## config.mk

```make
export PLATFORM = sky130hd
export DESIGN_NAME = dac_spi_multi
export DESIGN_NICKNAME = d
export VERILOG_FILES = /design/src/rtl/dac_spi_multi.sv
export SDC_FILE = /design/constraint.sdc
export NUM_CORES = 1
export LEC_CHECK = 0
export ABC_AREA = 0
export CORE_MARGIN = 2
export CORE_UTILIZATION = 35
export DETAILED_ROUTE_END_ITERATION = 16
export PLACE_DENSITY_LB_ADDON = 0.15
export SKIP_CTS_REPAIR_TIMING = 1
export SLEW_MARGIN = 10
export SYNTH_ARGS = -nofsm -noshare
export SYNTH_HDL_FRONTEND = slang
export SYNTH_SLANG_ARGS = --single-unit
export TNS_END_PERCENT = 5
```

## constraint.sdc

```tcl
create_clock -name sclk -period 2.46 [get_ports sclk]
set_input_delay 0.246 -clock sclk [delete_from_list [all_inputs] [get_ports sclk]]
set_output_delay 0.246 -clock sclk [all_outputs]
set_load 0.005 [all_outputs]
```

## src/rtl/dac_spi_multi.sv

```systemverilog
// dac_spi_multi: multi-channel SPI master for serial DACs, clocked directly on sclk.
// Latency: start edge + per dirty channel (1 LOAD + FRAME_W SHIFT + CS_GAP GAP) + 1 LDAC, then done.
// Backpressure: none; start is ignored while busy or with nothing dirty, writes are always accepted.
//
// Ports:
//   sclk, n_reset           clock (also SPI clock) and async active-low reset
//   wr_en/wr_ch/wr_data     shadow register write, marks the channel dirty
//   start                   send one frame per dirty channel, lowest index first
//   busy, done              burst in progress / one-cycle end-of-burst pulse
//   dac_mosi/miso/cs/ldac_n DAC pins (cs and ldac_n active low)
//   rx_data, rx_valid       last frame shifted in on dac_miso, with update pulse
module dac_spi_multi #(
  parameter int               N_CH    = 2,
  parameter int               DATA_W  = 8,
  parameter int               FRAME_W = 16,
  parameter int               CFG_W   = 3,
  parameter logic [CFG_W-1:0] CFG     = 3'b111,
  parameter int               CS_GAP  = 1,
  parameter bit               LDAC_EN = 1'b1,
  parameter int               CH_W    = (N_CH > 1) ? $clog2(N_CH) : 1
) (
  input  logic               sclk,
  input  logic               n_reset,
  input  logic               wr_en,
  input  logic [CH_W-1:0]    wr_ch,
  input  logic [DATA_W-1:0]  wr_data,
  input  logic               start,
  output logic               busy,
  output logic               done,
  output logic               dac_mosi,
  input  logic               dac_miso,
  output logic               dac_cs,
  output logic               dac_ldac_n,
  output logic [FRAME_W-1:0] rx_data,
  output logic               rx_valid
);

  localparam logic [2:0] S_IDLE   = 3'd0;
  localparam logic [2:0] S_LOAD   = 3'd1;
  localparam logic [2:0] S_SHIFT  = 3'd2;
  localparam logic [2:0] S_GAP    = 3'd3;
  localparam logic [2:0] S_LDAC   = 3'd4;
  localparam logic [2:0] S_FINISH = 3'd5;

  localparam int BC_W = $clog2(FRAME_W + 1);
  localparam int GC_W = $clog2(CS_GAP + 1);
  localparam logic [BC_W-1:0] LAST_BIT = BC_W'(FRAME_W - 1);
  localparam logic [GC_W-1:0] LAST_GAP = GC_W'(CS_GAP - 1);

  generate
    if (CH_W + CFG_W + DATA_W > FRAME_W) begin : g_bad_frame
      $error("dac_spi_multi: channel, config and data fields do not fit in FRAME_W");
    end
  endgenerate

  logic [2:0]         r_state;
  logic [CH_W-1:0]    r_ch;
  logic [N_CH-1:0]    r_dirty;
  logic [DATA_W-1:0]  r_shadow [N_CH];
  logic [FRAME_W-1:0] r_tx;
  logic [FRAME_W-1:0] r_rx;
  logic [BC_W-1:0]    r_bit_cnt;
  logic [GC_W-1:0]    r_gap_cnt;
  logic [FRAME_W-1:0] r_rx_data;
  logic               r_rx_valid;

  logic               w_wr_ok;
  logic               w_any_dirty;
  logic [CH_W-1:0]    w_sel;
  logic [FRAME_W-1:0] w_frame;
  logic [FRAME_W-1:0] w_rx_next;

  // Out-of-range channel writes are dropped (only possible when N_CH is not a power of two).
  assign w_wr_ok   = wr_en && (32'(wr_ch) < N_CH);
  assign w_rx_next = {r_rx[FRAME_W-2:0], dac_miso};

  // Lowest-index dirty channel wins.
  always_comb begin
    w_any_dirty = |r_dirty;
    w_sel       = '0;
    for (int i = N_CH - 1; i >= 0; i--) begin
      if (r_dirty[i]) w_sel = CH_W'(i);
    end
  end

  // Frame = {channel, config, sample, zero pad}, built field by field so a zero-width pad is legal.
  always_comb begin
    w_frame = '0;
    w_frame[FRAME_W-1 -: CH_W]                 = r_ch;
    w_frame[FRAME_W-CH_W-1 -: CFG_W]           = CFG;
    w_frame[FRAME_W-CH_W-CFG_W-1 -: DATA_W]    = r_shadow[r_ch];
  end

  // Shadow registers and dirty flags. The write is ordered after the LOAD clear so a
  // same-cycle rewrite of the channel being loaded keeps it dirty for another frame.
  always_ff @(posedge sclk or negedge n_reset) begin
    if (!n_reset) begin
      r_dirty <= '0;
      for (int i = 0; i < N_CH; i++) r_shadow[i] <= '0;
    end else begin
      if (r_state == S_LOAD) r_dirty[r_ch] <= 1'b0;
      if (w_wr_ok) begin
        r_dirty[wr_ch]  <= 1'b1;
        r_shadow[wr_ch] <= wr_data;
      end
    end
  end

  always_ff @(posedge sclk or negedge n_reset) begin
    if (!n_reset) begin
      r_state    <= S_IDLE;
      r_ch       <= '0;
      r_tx       <= '0;
      r_rx       <= '0;
      r_bit_cnt  <= '0;
      r_gap_cnt  <= '0;
      r_rx_data  <= '0;
      r_rx_valid <= 1'b0;
    end else begin
      r_rx_valid <= 1'b0;
      case (r_state)
        S_IDLE: begin
          if (start && w_any_dirty) begin
            r_ch    <= w_sel;
            r_state <= S_LOAD;
          end
        end
        S_LOAD: begin
          r_tx      <= w_frame;
          r_bit_cnt <= '0;
          r_state   <= S_SHIFT;
        end
        S_SHIFT: begin
          r_tx      <= r_tx << 1;
          r_rx      <= w_rx_next;
          r_bit_cnt <= r_bit_cnt + 1'b1;
          if (r_bit_cnt == LAST_BIT) begin
            // Publish the full frame including the bit sampled on this last edge.
            r_rx_data  <= w_rx_next;
            r_rx_valid <= 1'b1;
            r_gap_cnt  <= '0;
            r_state    <= S_GAP;
          end
        end
        S_GAP: begin
          r_gap_cnt <= r_gap_cnt + 1'b1;
          if (r_gap_cnt == LAST_GAP) begin
            // Channels rewritten during the burst are picked up here, before LDAC.
            if (w_any_dirty) begin
              r_ch    <= w_sel;
              r_state <= S_LOAD;
            end else if (LDAC_EN) begin
              r_state <= S_LDAC;
            end else begin
              r_state <= S_FINISH;
            end
          end
        end
        S_LDAC:   r_state <= S_FINISH;
        S_FINISH: r_state <= S_IDLE;
        default:  r_state <= S_IDLE;
      endcase
    end
  end

  assign busy       = (r_state != S_IDLE);
  assign done       = (r_state == S_FINISH);
  assign dac_cs     = (r_state != S_SHIFT);
  assign dac_ldac_n = (r_state != S_LDAC);
  assign dac_mosi   = (r_state == S_SHIFT) & r_tx[FRAME_W-1];
  assign rx_data    = r_rx_data;
  assign rx_valid   = r_rx_valid;

endmodule

```

# After elaboration in Yosys (flattened, before gate mapping)
# Index checks and enable logic that the tools add are counted.
dict set report op_classes {
  addsub 2
  order_cmp 7
  eq_ne 12
  mux 29
  bitwise_logic 6
  n_reduce_logical 14
}
# operator n
set ops {}
lappend ops {{$mux 8} 4}
lappend ops {{$pmux 16 s2} 1}
lappend ops {{$bwmux 16} 1}
lappend ops {{$pmux 3 s5} 1}
lappend ops {{$mux 3} 4}
lappend ops {{$mux 1} 10}
lappend ops {{$pmux 5 s2} 1}
lappend ops {{$demux 8 s1} 1}
lappend ops {{$ne 2x2->1 const B} 4}
lappend ops {{$eq 3x2->1 const B} 2}
lappend ops {{$eq 3x3->1 const B} 2}
lappend ops {{$reduce_bool 2->1} 3}
lappend ops {{$add 5x1->5 const B} 1}
lappend ops {{$eq 5x4->1 const B} 1}
lappend ops {{$ge 2x2->1 const B} 2}
lappend ops {{$logic_and 1x1->1} 4}
lappend ops {{$lt 1x2->1 const B} 2}
lappend ops {{$mux 2} 2}
lappend ops {{$not 1->2} 2}
lappend ops {{$pmux 1 s2} 2}
lappend ops {{$reduce_and 2->1} 2}
lappend ops {{$reduce_and 4->1} 1}
lappend ops {{$eq 3x1->1 const B} 1}
lappend ops {{$logic_not 3->1} 1}
lappend ops {{other kinds (13)} 15}
dict set report totals {
  ff_bits 76
  input_bits 14
  output_inout_bits 22
}

# Longest topological paths before layout
dict set report depth {
  depth_word 9
  depth_mapped 7
  ltp_nobuf 5
}

# Worst setup path before layout
# No wires, ideal clock.
dict set report synth_path {
  path_kind {register to register}
  startpoint {register r_bit_cnt[0]}
  endpoint {register r_rx_data[10] (netlist: rx_data[10])}
  arrival_ns 1.630
  required_ns 2.333
  slack_ns 0.702
  stages_incl_launch_ff 8
  path_buffers 2
  period_less_slack_ns 1.758
  cell_sequence {dfrtp_1 ha_1 and3_1 ha_1 and2_1 buf_4 buf_6 mux2_1}
}
dict set report synth_via {
  elab_chain_len 2
}
# item line_no
set synth_lines {}
lappend synth_lines {{from (decl)} 62} ;# logic [BC_W-1:0] r_bit_cnt;
lappend synth_lines {{from (signal assigned)} 136} ;# r_bit_cnt <= r_bit_cnt + 1'b1;
lappend synth_lines {{$eq 5x4->1} 137} ;# if (r_bit_cnt == LAST_BIT) begin
lappend synth_lines {{$reduce_and 2->1 (no line)} n/a}
lappend synth_lines {{to (signal assigned)} 139} ;# r_rx_data <= w_rx_next;
lappend synth_lines {{to (decl)} 64} ;# logic [FRAME_W-1:0] r_rx_data;
# Every way passes these cells.
# A chain may end at the register's enable or synchronous reset.

# Worst setup path in the final report
dict set report layout_path {
  startpoint {register r_state[1]}
  endpoint {output dac_cs}
}
dict set report layout_via {
  elab_chain_len 1
}
# item line_no
set layout_lines {}
lappend layout_lines {{from (decl)} 56} ;# logic [2:0] r_state;
lappend layout_lines {{from (signal assigned)} 111} ;# r_state <= S_IDLE;
lappend layout_lines {{from (signal assigned)} 125} ;# r_state <= S_LOAD;
lappend layout_lines {{from (signal assigned)} 131} ;# r_state <= S_SHIFT;
lappend layout_lines {{$ne 3x2->1} 168} ;# assign dac_cs = (r_state != S_SHIFT);
lappend layout_lines {{to (decl)} 32} ;# output logic dac_cs,
# Every way passes these cells.

==> summary.txt <==
Fin nets: 324
Setup crit start: r_state[1]
Layout cell share with drive strength beyond 1: 24.3%
CTS root buffer: clkbuf_8
Largest net degree at the start of global routing: 39
Slew @ Worst Pin: 0.860 ns
Core area: 9150 um2
Slew Viols, Final: 0
Setup CP Type: flip-flop to primary output
Num CTS Buffers: 9
Worst path arrival time: 1.90 ns
Maximum clock rate: 466 MHz
Mean Syn Cell Area: 12.2 um2
Area contributors post-synth: dfrtp_1 (55%), mux2_2 (14%), mux2_1 (3.1%), o21ai_0 (3.1%), mux2i_1 (1.8%)
Yosys top cell area share: 55.3%
Vias in the first global route: 2,195
CTS Buffer Depth: 2
Synth Cell Area: 3260 um2
Input/output buffers: 35
Max_slew headroom: 42.7%
Worst-skew pair later-pin latency: 0.35 ns
Initial antenna violation count: 0
Commonest cells post-synth: dfrtp_1 (72), mux2_2 (41), o21ai_0 (20), nor2_1 (15), nand2_1 (14)
Library cells used by synthesis: 38
Post-DR vias/cell: 5.07
Final wirelength: 6070 um
# DRC: 0
Final Skew: 0.00655 ns
GP Congestion: 0.775
Async set-reset flop share out of synthesis: 100%
DP HPWL: 4070 um
Leading area contributor after synthesis: dfrtp_1
Post-synth EDFFs: 0
Pleak: 1.67 nW
Cell Rows: 35
Die width: 101 um
Final setup TNS: 0 ns
Final Critical Period: 2.14 ns
Syn Nets: 284
H-Tree Depth: 3
Worst-path clk slew: 0.08 ns
Area growth syn-to-layout: 22.9%
Total iterations of the first detailed-routing run: 4
CP max stage delay: 0.53 ns
Status: finished, final reports clean
HP Class: input port to asynchronous set/reset pin
Critical path cell sequence: nor3b_4 > buf_4 > inv_1 > clkdlybuf4s50_1
GRT Resource Usage Total: 13.5%
Part of the Yosys area used for sequential elements: 55.3%
Clock sinks: 72
ANT nets after route: 0
Startpoint types: flip-flop
CTS tree: done
Wire length per cell: 14.3 um
Fillers: 876
Die extent in y: 101 um
Count leader, synth: dfrtp_1
Number of max-cap violations: 0
Tcrit/Tclk final: 87.2%
# diodes: 0
Yosys reg bits: 72
RR Startpoint: r_bit_cnt[0]
Initial Util: 35.6%
Max IR drop VDD: 0.259 mV
First-pass GRT wire length: 10,600 um
Final Hold Fails: 0
Worst-path fanout max: 17
Grt total ovfl: 0
Ys flop type: dfrtp_1
Crit. End Element: primary output
Via count: 2,151
Cells after Synth: 268
Power Dens Cells: 649 nW/um2
Top-level port count: 36
RSZ-0062 raised after global routing: no
Die area: 10,100 um2
Utilization after layout: 43.8%
R2r setup slk: 0.68 ns
Critical Path RT: 2.21 ns
1st-iter DRT viols: 76
Yosys Warn Count: 0
Setup-failing EPs final: 0
Crit path max-delay cell type: dfrtp_2
[registers in the layout (all words and copies together) (netlist names)]
signal / flops
r_dirty: 2
r_ch: 1
rx_data: 16
r_state: 3
r_gap_cnt: 1
rx_valid: 1
r_bit_cnt: 5
r_rx: 15
r_tx: 12
r_shadow: 16
[area by class of cell]
cell class | count | area, um2 | share of cell area [%]
Tap cell | 111 | 139 | 3.47
Sequential cell | 72 | 1800 | 45.0
Clock inverter | 5 | 104 | 2.59
Multi-Input combinational cell | 174 | 1360 | 33.9
Timing Repair Buffer | 46 | 440 | 11.0
Clock buffer | 11 | 141 | 3.53
Inverter | 5 | 18.8 | 0.468
[layer usage]
layer	routed length, um	GRT usage [%]
met5	0	0
met2	2970	23.1
met1	2810	16.4
met3	186	2.98
met4	108	6.01
[placed cells by master, fill, tap and decap left out, types with 4 or more instances in the layout]
cell	netlist	layout
o21ai_0	20	20
clkbuf_8	0	10
mux2_2	41	41
buf_4	1	10
dfrtp_1	72	71
inv_1	5	5
clkdlybuf4s50_1	0	34
nand3b_1	4	4
nand2_1	14	14
nor2_1	15	15
nand2b_1	8	8
mux2i_1	6	6
o221a_2	4	4
o22a_1	5	5
mux2_1	9	9
a221o_1	4	4
a21oi_1	11	11
[worst max-delay path: cells and delay by family (launching register included)]
family	cells	cell delay, ns
buf+inv	3	0.77
flops	1	0.53
simple gates	1	0.25
[final timing paths]
check,endpoint,depth (start not counted)
setup / recovery,dac_cs,4
hold / removal,rx_data[3],1
setup reg to reg,rx_data[14],6
hold reg to reg,rx_data[14],1
max in group asynchronous,r_tx[5],2
min in group sclk,rx_data[14],1
[cells by family (layout without fill, tap and decap cells)]
| group | after synthesis | count (layout) | synth area share, % |
|---|---|---|---|
| AO/OA/AOI/OAI | 58 | 58 | 12.0 |
| adder cells (fa/ha/maj) | 2 | 2 | 0.768 |
| buffers and inverters | 22 | 67 | 2.99 |
| flip-flops | 72 | 72 | 55.3 |
| multiplexers | 56 | 56 | 19.1 |
| AND/OR/NAND/NOR | 58 | 58 | 9.87 |
[power breakdown]
part           switching [W]  internal, W  total (W)
Clock               0.000446     0.000702    0.00115
Sequential         0.0000334      0.00125    0.00128
Combinational      0.0000611     0.000108   0.000169
[through the flow]
step / hold slack, ns / cells / total power [W] / setup slack, ns / area, um2
final: 0.0122 / 424 / 0.00260 / 0.315 / 4010
after global routing: 0.0812 / 424 / 0.00271 / 0.175 / 4010
after CTS: 0.0434 / 424 / 0.00265 / 0.143 / 4010
after detailed placement: 0.421 / 408 / 0.00148 / 0.545 / 3760
after global placement: 0.419 / 408 / 0.00148 / 0.561 / 3760
after floorplan: -0.0496 / 268 / 0.00138 / 0.702 / 3260
Note: power is estimated with default switching activity, not from simulation.
==> RTL change (same flow settings) <==
Put a register stage on the outputs `busy`, `done`, `dac_mosi`, `dac_cs` and `dac_ldac_n`, cleared by the reset. The values now appear one clock later. The other outputs are not delayed to match. Comments in the files are not updated.
--- a/src/rtl/dac_spi_multi.sv
+++ b/src/rtl/dac_spi_multi.sv
@@ -163,11 +163,21 @@
     end
   end
 
-  assign busy       = (r_state != S_IDLE);
-  assign done       = (r_state == S_FINISH);
-  assign dac_cs     = (r_state != S_SHIFT);
-  assign dac_ldac_n = (r_state != S_LDAC);
-  assign dac_mosi   = (r_state == S_SHIFT) & r_tx[FRAME_W-1];
+  always_ff @(posedge sclk or negedge n_reset) begin
+    if (!n_reset) begin
+      busy       <= '0;
+      done       <= '0;
+      dac_mosi   <= '0;
+      dac_cs     <= '0;
+      dac_ldac_n <= '0;
+    end else begin
+      busy       <= (r_state != S_IDLE);
+      done       <= (r_state == S_FINISH);
+      dac_mosi   <= (r_state == S_SHIFT) & r_tx[FRAME_W-1];
+      dac_cs     <= (r_state != S_SHIFT);
+      dac_ldac_n <= (r_state != S_LDAC);
+    end
+  end
   assign rx_data    = r_rx_data;
   assign rx_valid   = r_rx_valid;
 
Check against the original RTL: not equivalent (Yosys sat finds a counterexample within 4 cycles, from zero or initial values and one cycle with n_reset low).
==> RTL change against the original RTL <==
- first-iteration DRC count increased by 50%
- core utilization fell by 1.4 points
- worst setup slack worse by 43 ps
- clock skew grew 1.3 ps
- hold slack improved by 34 ps
- sequential share of layout area up 4.5 points
- critical endpoint is now rx_data[0]
- non-clock buffer count shrank 6
- design area down 2.8%
- wire length is 2.3% higher
- synthesized area is 0.88% higher
- global-route usage fell by 0.15 points
- sequential cell count increased by 5
Power is not compared: it rests on default switching activity, and its combinational part moved more than twofold at a synthesized area within 25%.
==> RTL change: results (changes against the original RTL) <==
| Metric | Value |
|---|---|
| Worst VDD drop | 0.000412 V |
| H-tree lvl count | 3 (unchanged) |
| Initial antenna violation count | 0 (unchanged) |
| Post-synthesis sequential area ratio | 0.586 (+0.0332) |
| Largest net degree at the start of global routing | 78 (+100%) |
| Ys flop type | dfrtp_1 |
| Number of global-route vias before repair | 2,138 (-2.6%) |
| Avg WL per Cell | 14.5 um (+1.4%) |
| Number of CTS-inserted buffers | 9 (unchanged) |
| Slew @ Worst Pin | 963 ps (+104 ps) |
| Worst-path clk slew | 80 ps (about the same) |
| DR iter-0 viols | 114 (+50%) |
| Ratio of cells with drive above 1 in the final layout | 0.174 (-0.0693) |
| CP max FO | 17 (unchanged) |
| Bufs on Longest Clock Path | 2 (unchanged) |
| Post-DP HPWL | 3.93 mm (-3.5%) |
| Library cells used by synthesis | 42 (+11%) |
| Asr flop ratio synth | 1.00 (unchanged) |
| Vias per std cell | 5.14 (+1.3%) |
| Root Driver | clkbuf_8 |
| Ranking of synthesized cells by area | dfrtp_1, mux2_2, nand2_1, mux2_1, o22ai_1 |
| WP data arrival | 2440 ps (+540 ps) |
| Leakage power | 1.75 nW |
| Ant diodes | 0 (unchanged) |
| GRT Overall Usage | 0.134 (-0.00154) |
| Synth warn | 0 (unchanged) |
| Latest clock arrival within the worst-skew pair | 360 ps |
| Syn_nets | 294 (+3.5%) |
| Outcome | finished clean |
| Top post-synthesis cells by count | dfrtp_1, nand2_1, mux2_2 |
| Placer's final routability congestion estimate | 0.712 (-8.1%) |
| I/O Buffers | 35 (unchanged) |
| Final nets | 328 (+1.2%) |
| First-pass GRT wire length | 10.5 mm (-0.59%) |
| Drt pass-1 iters | 4 (unchanged) |
| Final Skew | 7.87 ps (+1.33 ps) |
| Tightest Hold Check Type | in2async |
RTL change: cell count changes after synthesis, moves of 4 or more:
cell / unedited run / this run
dfrtp_1: 72 / 77
nand2_1: 14 / 53
nor2_1: 15 / 4
o221a_2: 4 / 0
o22ai_1: 2 / 15
o21ai_0: 20 / 11
a221o_1: 4 / 0
mux2i_1: 6 / 2
mux2_2: 41 / 30
nand3b_1: 4 / 0
nand2b_1: 8 / 2
RTL change: kinds of logic after synthesis:
logic type / share of synthesized area
flip-flops: 0.586
adder cells (fa/ha/maj): 0.00761
buffers and inverters: 0.0373
AND/OR/NAND/NOR: 0.108
AO/OA/AOI/OAI: 0.121
multiplexers: 0.140
RTL change: area by class of cell:
cell class                 instances  area, um^2
sequential                        77        1930
fill                             901        5300
inverter                           6        22.5
tap                              111         139
clock inverter                     7        57.6
multi-input combinational        178        1240
timing repair buffer              40         385
clock buffer                       9         124
RTL change: path summary, 6_finish.rpt:
kind / from / endpoint / slack, ps / cells after the start
max reg2reg: r_bit_cnt[0] / rx_data[0] / 270 / 5
max: r_bit_cnt[0] / rx_data[0] / 270 / 5
min: n_reset / dac_ldac_n / 50 / 1
min in group sclk: dac_miso / r_rx[0] / 460 / 3
max in group asynchronous: n_reset / r_rx[1] / 1810 / 1
min reg2reg: r_rx[1] / r_rx[2] / 480 / 2
RTL change: power by group:
group	switching (W)	total (W)	internal [W]
Sequential	0.000280	0.00189	0.00161
Combinational	0.000670	0.00129	0.000622
Clock	0.000511	0.000889	0.000378
RTL change: critical path: stages, from the launching register on:
cell     delay [ps]
dfrtp_1         440
ha_1            210
and3_1          180
ha_1            190
and2_1          650
mux2_2          410
RTL change: stage by stage:
step | instance area, um^2 | setup WS [ps] | hold slack, ps | cells
6_report | 3890 | 273 | 45.9 | 428
5_1_grt | 3890 | 101 | 123 | 428
4_1_cts | 3890 | 223 | 82.2 | 428
3_5_place_dp | 3710 | 238 | 471 | 412
3_3_place_gp | 3710 | 347 | 466 | 412
2_1_floorplan | 3290 | 658 | -49.6 | 278
RTL change: layer usage:
layer | track usage | wire length (um) | up-vias | part of all wire
li1 | - | - | 1049 | -
met1 | 0.172 | 2940 | 1109 | 0.47
met2 | 0.212 | 2920 | 34 | 0.47
met3 | 0.0361 | 240 | 8 | 0.039
met4 | 0.0593 | 114 | 0 | 0.018
met5 | 0 | 0 | - | 0
